## config.mk

```make
export PLATFORM = sky130hd
export DESIGN_NAME = dds_phase_gen
export DESIGN_NICKNAME = d
export VERILOG_FILES = /design/src/rtl/dds_pkg.sv /design/src/rtl/dds_acc_core.sv /design/src/rtl/dds_phase_gen.sv
export SDC_FILE = /design/constraint.sdc
export NUM_CORES = 1
export LEC_CHECK = 0
export CORE_MARGIN = 1.5
export CORE_UTILIZATION = 61
export DETAILED_ROUTE_END_ITERATION = 8
export PLACE_DENSITY_LB_ADDON = 0.05
export SYNTH_ARGS = -nofsm -noshare
export SYNTH_HDL_FRONTEND = slang
export SYNTH_HIERARCHICAL = 1
export SYNTH_SLANG_ARGS = --single-unit
```

## constraint.sdc

```tcl
create_clock -name clk -period 7.1 [get_ports clk]
set_clock_uncertainty 0.05 [all_clocks]
set_input_delay 1.42 -clock clk [delete_from_list [all_inputs] [get_ports clk]]
set_output_delay 1.42 -clock clk [all_outputs]
set_load 0.02 [all_outputs]
```

## src/rtl/dds_pkg.sv

```systemverilog
// Shared widths and FSM encoding for the DDS phase-accumulator address generator.
package dds_pkg;

    localparam int unsigned DDS_ACC_W  = 32;
    localparam int unsigned DDS_ADDR_W = 11;
    localparam int unsigned DDS_MODE_W = 3;

    localparam logic [1:0] IDLE = 2'd0;
    localparam logic [1:0] RUN  = 2'd1;
    localparam logic [1:0] PEND = 2'd2;

    typedef enum logic [1:0] {
        StIdle = IDLE,
        StRun  = RUN,
        StPend = PEND
    } dds_state_e;

endpackage

```

## src/rtl/dds_acc_core.sv

```systemverilog
// Phase accumulator: modulo-2^ACC_W adder, carry detect, registered wrap pulse and clear.
module dds_acc_core #(
    parameter int unsigned ACC_W  = 32,
    parameter int unsigned ADDR_W = 11
) (
    input  logic              clk,
    input  logic              rst_n,
    input  logic              adv_i,
    input  logic              clr_i,
    input  logic [ACC_W-1:0]  ftw_i,
    output logic [ADDR_W-1:0] addr_o,
    output logic              carry_o,
    output logic              wrap_o
);

    logic [ACC_W-1:0] acc_q;
    logic [ACC_W:0]   sum;
    logic             wrap_q;

    assign sum     = {1'b0, acc_q} + {1'b0, ftw_i};
    assign carry_o = sum[ACC_W];
    assign addr_o  = acc_q[ACC_W-1 -: ADDR_W];
    assign wrap_o  = wrap_q;

    // Clear wins over both accumulation and a coincident carry.
    always_ff @(posedge clk or negedge rst_n) begin
        if (!rst_n) begin
            acc_q  <= '0;
            wrap_q <= 1'b0;
        end else if (clr_i) begin
            acc_q  <= '0;
            wrap_q <= 1'b0;
        end else if (adv_i) begin
            acc_q  <= sum[ACC_W-1:0];
            wrap_q <= sum[ACC_W];
        end else begin
            wrap_q <= 1'b0;
        end
    end

endmodule

```

## src/rtl/dds_phase_gen.sv

```systemverilog
// DDS address generator: config handshake, shadow registers and wrap-aligned config apply.
module dds_phase_gen
    import dds_pkg::*;
#(
    parameter int unsigned ACC_W  = DDS_ACC_W,
    parameter int unsigned ADDR_W = DDS_ADDR_W,
    parameter int unsigned MODE_W = DDS_MODE_W
) (
    input  logic              clk,
    input  logic              rst_n,
    input  logic              En_i,
    input  logic              Sync_clr_i,
    input  logic [ACC_W-1:0]  Ftw_i,
    input  logic [MODE_W-1:0] Mode_i,
    input  logic              Cfg_valid_i,
    output logic              Cfg_ready_o,
    output logic [ADDR_W-1:0] Address_o,
    output logic [MODE_W-1:0] Mode_o,
    output logic              Wrap_o,
    output logic              Valid_o
);

    dds_state_e        state_q, state_d;
    logic [ACC_W-1:0]  ftw_q, ftw_d;
    logic [MODE_W-1:0] mode_q, mode_d;
    logic [ACC_W-1:0]  sh_ftw_q, sh_ftw_d;
    logic [MODE_W-1:0] sh_mode_q, sh_mode_d;
    logic              valid_q, valid_d;
    logic              xfer;
    logic              adv;
    logic              carry;

    assign Cfg_ready_o = (state_q != StPend);
    assign xfer        = Cfg_valid_i & Cfg_ready_o;
    assign Mode_o      = mode_q;
    assign Valid_o     = valid_q;

    dds_acc_core #(
        .ACC_W  (ACC_W),
        .ADDR_W (ADDR_W)
    ) u_acc_core (
        .clk     (clk),
        .rst_n   (rst_n),
        .adv_i   (adv),
        .clr_i   (Sync_clr_i),
        .ftw_i   (ftw_q),
        .addr_o  (Address_o),
        .carry_o (carry),
        .wrap_o  (Wrap_o)
    );

    always_comb begin
        state_d   = state_q;
        ftw_d     = ftw_q;
        mode_d    = mode_q;
        sh_ftw_d  = sh_ftw_q;
        sh_mode_d = sh_mode_q;
        adv       = 1'b0;
        valid_d   = (state_q != StIdle) && En_i;

        unique case (state_q)
            StIdle: begin
                if (xfer) begin
                    ftw_d  = Ftw_i;
                    mode_d = Mode_i;
                end
                if (En_i) begin
                    state_d = StRun;
                end
            end
            StRun: begin
                adv = En_i;
                if (!En_i) begin
                    state_d = StIdle;
                end
                if (xfer) begin
                    sh_ftw_d  = Ftw_i;
                    sh_mode_d = Mode_i;
                    // Leaving RUN or clearing this edge: nothing left to wait for, apply now.
                    if (!En_i || Sync_clr_i) begin
                        ftw_d  = Ftw_i;
                        mode_d = Mode_i;
                    end else begin
                        state_d = StPend;
                    end
                end
            end
            StPend: begin
                adv = En_i;
                // A zero FTW never carries, so it must not block the pending config.
                if (Sync_clr_i || !En_i || carry || (ftw_q == '0)) begin
                    ftw_d   = sh_ftw_q;
                    mode_d  = sh_mode_q;
                    state_d = En_i ? StRun : StIdle;
                end
            end
            default: begin
                state_d = StIdle;
            end
        endcase
    end

    always_ff @(posedge clk or negedge rst_n) begin
        if (!rst_n) begin
            state_q   <= StIdle;
            ftw_q     <= '0;
            mode_q    <= '0;
            sh_ftw_q  <= '0;
            sh_mode_q <= '0;
            valid_q   <= 1'b0;
        end else begin
            state_q   <= state_d;
            ftw_q     <= ftw_d;
            mode_q    <= mode_d;
            sh_ftw_q  <= sh_ftw_d;
            sh_mode_q <= sh_mode_d;
            valid_q   <= valid_d;
        end
    end

endmodule

```

==> flow_summary.toml, run 1 <==
[run_status]
status = "finished, final reports clean"

[timing]
final-setup-viol-count = 0
report.final.hold_viol_count = 0
slew_headroom_pct = 25.0
period_share_pct = 59.8
period_needed_ns = 4.25
drv_slew = 0
finalSetupTns_ns = 0
tightest_slew_ns = 1.13
rsz0062_at_grt = "false"
clock.fmax_mhz = 235

[logic_synthesis]
synth_nets = 715
synth_edf_count = 0
ys.flop_type = "dfrtp_1"
postSynthCellCount = 638
yosys_register_bits = 106
synth-simple-area-share_pct = 11.1
syn_area_per_cell_um2 = 10.1
ys_seq_area_share_pct = 41.1
muxShareOfSynthArea_pct = 13.5
yosys_warnings = 6
synth_compound_area_share_pct = 20.3
synth.distinct_cells = 60
synth_top_area_share_pct = 41.1
syn_area_um2 = 6450
synth_top_family_by_area = "compound AO/OA/AOI/OAI gates"
synth_top_area_cell = "dfrtp_1"
ys_async_sr_fraction_pct = 100
synthXorXnorAreaFrac_pct = 2.04
synthAdderAreaFrac_pct = 7.29
ys_top_cells_by_area = "dfrtp_1, mux2_2, ha_1, mux2i_1, a21oi_1"

[setup_path]
end_kind = "register"
r2r_slack_ns = 2.85
crit_type = "register to register"
crit_start = "ftw_q[0]"
crit_arrival_ns = 4.48
worstPathMaxFanout = 67
cp_slowest_cell = "dfrtp_1"
reg2regPathDepth = 16
r2r-start = "ftw_q[0]"
worst_setup_path_start_kind = "register"
rr_endpoint = "Mode_o[1]"
path_cells = "ha_1 > inv_1 > fa_1 > nor2b_4 > o31a_1 > o211a_1 > o211a_1 > o21a_4 > o31a_1 > a31oi_1 > nand2_1 > nor4b_2 > o21ai_4 > buf_4 > nand2_1 > mux2_2"
cp_slowest_stage_delay_ns = 0.42
worstPathRequired_ns = 7.33

[finish]
final_area_um2 = 7180
synthToLayoutAreaGrowth_pct = 11.2
n_antenna_cell = 0
nNetsFinal = 743
drive_above_1_share_pct = 10.9

[drt]
drc_errors = 0
ant_nets = 0
wire_per_inst_um = 17.8
drt_wl_total_um = 14400
firstDrtPassIters = 5
drt_iter0_markers = 268
vias_per_cell = 6.26
dr_total_vias = 5055

[clock_tree]
htreeDepth = 3
cts_setup_buffers = 0
cts_made_buffers = 9
tritoncts = "built"
root_buffer = "clkbuf_8"
clk_pin_slew_worst_paths_ns = 0.10
cts-resized-gates = 0
clock_latency_ns = 0.39
cts_buffer_depth = 2
hold_buffers = 0
clock_sinks = 106

[placed_design]
hpwlAfterDp_um = 9940
io_buffers = 56
postPlaceCellArea_um2 = 6990
routabilityCongestion = 0.910

[worst_hold_path]
hp-start = "sh_ftw_q[4]"
hold_path.class = "register to register"
holdPathStages = 1
min_to = "sh_ftw_q[4]"

[global_route]
grt_max_degree = 74
grt_pass1_vias = 4723
grt_antenna_before_repair = 0
grt_pass1_wl_um = 23700
grt_remaining_overflow = 0
grt_util_all_layers_pct = 27.1

[floorplan]
die_w_um = 106
io_pins = 57
die_h_um = 106
start_util_pct = 62.8
rows = 37
core_area_um2 = 10300
dieArea_um2 = 11200

[power]
p_leak_uw = 0.00311
cellPowerDensity_nw_per_um2 = 494
vdd_drop_max_v = 0.000219

[job]
cap_violations = 0
==> kinds of logic after synthesis <==
| family | Yosys count |
|---|---|
| AO/OA/AOI/OAI | 204 |
| XOR/XNOR | 15 |
| adder cells (fa/ha/maj) | 37 |
| buffers and inverters | 59 |
| flip-flops | 106 |
| multiplexers | 82 |
| AND/OR/NAND/NOR | 135 |
==> through the flow <==
| stage | std cells | setup WS (ns) | hold WS [ns] | total power (uW) | util [%] |
|---|---|---|---|---|---|
| detailed placement | 791 | 2.68 | 0.442 | 3140 | 68.0 |
| finish | 807 | 2.85 | 0.462 | 3540 | 69.8 |
| floorplan | 638 | 3.66 | 0.424 | 2690 | - |
| CTS | 807 | 2.89 | 0.466 | 3530 | 69.8 |
| global route | 807 | 2.70 | 0.474 | 3830 | 69.8 |
| global placement | 791 | 2.77 | 0.431 | 3070 | 68.0 |
==> synthesized netlist by cell type, types with 3 or more instances <==
cell type,number
nor3b_1,4
xnor2_1,9
mux2_2,41
o211ai_1,4
a31oi_1,38
o31ai_1,3
clkbuf_1,17
nand2b_1,5
a21oi_1,68
nand3_1,11
a211oi_1,8
o21a_1,5
o21ai_0,17
nor4_1,10
a211o_1,4
nor3_1,9
inv_1,14
nand3b_1,3
dfrtp_1,106
a21o_1,23
buf_1,3
or3_1,6
o21bai_1,3
and3_1,7
buf_2,8
a221o_1,4
buf_4,14
and2_1,6
nand2_1,21
nor2b_1,8
nor2_1,35
xor2_1,6
o21ai_1,7
ha_1,36
mux2i_1,41
nand4_1,4
==> final cells by class <==
class	count	area, um^2
fill	830	3100
timing repair buffer	61	596
tap	136	170
multi-input combinational	473	3510
clock buffer	12	155
clock inverter	4	33.8
inverter	15	56.3
sequential	106	2650
==> registers in the layout, indices dropped and copies added, names as in the netlist <==
register	cells
sh_ftw_q	32
ftw_q	32
sh_mode_q	3
Valid_o	1
u_acc_core/wrap_o	1
Mode_o	3
u_acc_core/acc_q	32
state_q	2
==> worst max-delay path by stage <==
stage / cells after the start / slack [ns] / to
finish: 16 / 2.85 / Mode_o[1]
global route: 16 / 2.70 / Mode_o[0]
CTS: 16 / 2.89 / Mode_o[0]
detailed placement: 5 / 2.68 / u_acc_core/acc_q[30]
global placement: 5 / 2.77 / u_acc_core/acc_q[30]
floorplan: 17 / 3.66 / ftw_q[0]
==> cell usage in the layout (no fill, tap or decap), drive strengths merged, types with 4 or more instances in the layout <==
| master | count |
|---|---|
| a211o | 4 |
| a211oi | 8 |
| a21o | 23 |
| a21oi | 68 |
| a221o | 4 |
| a31oi | 38 |
| and2 | 6 |
| and3 | 7 |
| buf | 6 |
| clkbuf | 12 |
| clkdlybuf4s50 | 55 |
| dfrtp | 106 |
| ha | 36 |
| inv | 17 |
| mux2 | 41 |
| mux2i | 41 |
| nand2 | 21 |
| nand2b | 5 |
| nand3 | 11 |
| nand4 | 4 |
| nor2 | 35 |
| nor2b | 9 |
| nor3 | 9 |
| nor3b | 4 |
| nor4 | 10 |
| o211ai | 4 |
| o21a | 6 |
| o21ai | 25 |
| or3 | 6 |
| xnor2 | 9 |
| xor2 | 6 |
==> power breakdown <==
part / internal (uW) / switching [uW] / total, uW
Clock: 151 / 218 / 369
Combinational: 928 / 1120 / 2050
Sequential: 890 / 238 / 1130
==> critical path, delay by kind of cell, from the launching register on <==
kind                     cells  cell delay (ns)
AND/OR/NAND/NOR              4             0.72
adder cells (fa/ha/maj)      2             0.47
flip-flops                   1             0.42
multiplexers                 1             0.36
buffers and inverters        2             0.40
AO/OA/AOI/OAI                7             1.70
==> metal layers <==
layer | vias up | global-route usage, % | part of all wire, %
li1 | 2443 | - | -
met1 | 2458 | 40.3 | 49
met2 | 138 | 40.4 | 45
met3 | 16 | 5.32 | 5.0
met4 | 0 | 7.63 | 1.2
met5 | - | 0 | 0
Power figures use the tool's default switching activity.
==> run 2: changes to the inputs <==
CORE_UTILIZATION = 53   (was 61)
clock period = 3.65 ns   (was 7.1 ns; I/O delays follow)
==> flow_summary.toml, run 2 (synthesis results as in run 1) <==
[drt]
drt_iter0_markers = 329
vias_per_cell = 6.04
firstDrtPassIters = 5
drt_wl_total_um = 15000
dr_total_vias = 5146
ant_nets = 0
wire_per_inst_um = 17.7
drc_errors = 0

[finish]
seqCellArea_um2 = 2650
final_cell_count_no_fill = 852
nNetsFinal = 777
final_common_cell = "dfrtp_1"
synthToLayoutAreaGrowth_pct = 19.6
reg_top3 = "ftw_q (32), sh_ftw_q (32), u_acc_core/acc_q (32)"
final_cell_mix = "dfrtp_1, a21oi_1, clkdlybuf4s50_1"
nFillCells = 1005
drive_above_1_share_pct = 18.0
n_antenna_cell = 0
multi_input_area_um2 = 3620
final_area_um2 = 7720

[power]
p_leak_uw = 0.00336
cellPowerDensity_nw_per_um2 = 969
total_power_uw = 7480
vdd_drop_max_v = 0.000544

[setup_path]
crit_arrival_ns = 3.83
worstPathMaxFanout = 12
path_depth = 16
cp.buffers_inverters = 2
cp_top_family = "compound AO/OA/AOI/OAI gates"
cp_slowest_stage_delay_ns = 0.39
worst_setup_path_start_kind = "register"
reg2regPathDepth = 16
worstPathRequired_ns = 3.79
end_kind = "register"
cp_slowest_cell = "dfrtp_1"
r2r_slack_ns = -0.04
crit_type = "register to register"
path_cells = "ha_2 > inv_2 > fa_2 > nor2b_4 > o31a_1 > o211a_1 > o211a_1 > o21a_4 > o31a_1 > a31oi_2 > nand2_1 > nor4b_4 > o21ai_4 > buf_12 > a21oi_1 > a31oi_1"

[run_status]
violations = "setup timing"
status = "finished, violations left"

[clock_tree]
tritoncts = "built"
root_buffer = "clkbuf_16"
hold_buffers = 0
cts_buffer_depth = 2
clock_latency_ns = 0.35
clock_sinks = 106
htreeDepth = 3
clk_pin_slew_worst_paths_ns = 0.07
cts_made_buffers = 9

[floorplan]
die_w_um = 113
core_area_um2 = 12000
io_pins = 57
die_h_um = 113
dieArea_um2 = 12800
start_util_pct = 54.0
rows = 40

[global_route]
grt_remaining_overflow = 0
grt_util_all_layers_pct = 23.8
grt_max_degree = 63
grt_pass1_wl_um = 24200
grt_pass1_vias = 4824
grt_antenna_before_repair = 0

[timing]
rsz0062_at_grt = "true"
period_share_pct = 101
report.final.hold_viol_count = 0
final-setup-viol-count = 8
drv_slew = 0
finalSetupTns_ns = -0.140
final.setup.worst_slack_ns = -0.0386
slew_headroom_pct = 48.6
period_needed_ns = 3.69
tightest_slew_ns = 0.770
clock.fmax_mhz = 271

[job]
cap_violations = 0

[worst_hold_path]
hold_path.class = "input pin to asynchronous set/reset pin"

[placed_design]
postPlaceCellArea_um2 = 7210
dp_cells = 828
hpwlAfterDp_um = 10500
routabilityCongestion = 0.892
io_buffers = 56
-- run 2: layout make-up --
class,count,area share (%)
flip-flops and latches,106,34.4
multi-input cells,473,46.9
inverters,15,0.730
clock buffers,10,2.97
clock inverters,6,0.713
well taps,147,2.38
repair buffers,95,12.0
-- run 2: final timing paths --
path,startpoint,to
worst max-delay path,u_acc_core/acc_q[0],ftw_q[3]
worst min-delay path,rst_n,u_acc_core/acc_q[22]
worst max register to register,u_acc_core/acc_q[0],ftw_q[3]
worst min register to register,sh_ftw_q[8],sh_ftw_q[8]
max in group asynchronous,rst_n,ftw_q[17]
min in group clk,sh_ftw_q[8],sh_ftw_q[8]
-- run 2: metal layers --
| layer | global-route usage [%] | vias up | share of wire [%] |
|---|---|---|---|
| met3 | 4.77 | 11 | 4.2 |
| li1 | - | 2508 | - |
| met4 | 5.67 | 0 | 0.76 |
| met5 | 0 | - | 0 |
| met2 | 35.8 | 138 | 46 |
| met1 | 35.4 | 2489 | 49 |
-- run 2: power by group --
group          internal (uW)  switching, uW
clock network            478            470
registers               1730            470
logic                   2050           2270
-- run 2: stage by stage --
stage / util [%] / hold slack [ns] / setup slack, ns
final: 64.5 / 0.365 / -0.0386
after CTS: 62.9 / 0.391 / 0.00180
after detailed placement: 60.3 / 0.443 / -0.108
after floorplan: - / 0.384 / 0.214
after global routing: 64.5 / 0.429 / -0.183
after global placement: 60.3 / 0.431 / 0.0145
-- run 2: what timing repair did --
item	CTS	global route
gates resized for setup	6	27
cloned	0	2
pin swaps	0	11
buffers inserted	0	6
endpoints found under the setup margin	29	37
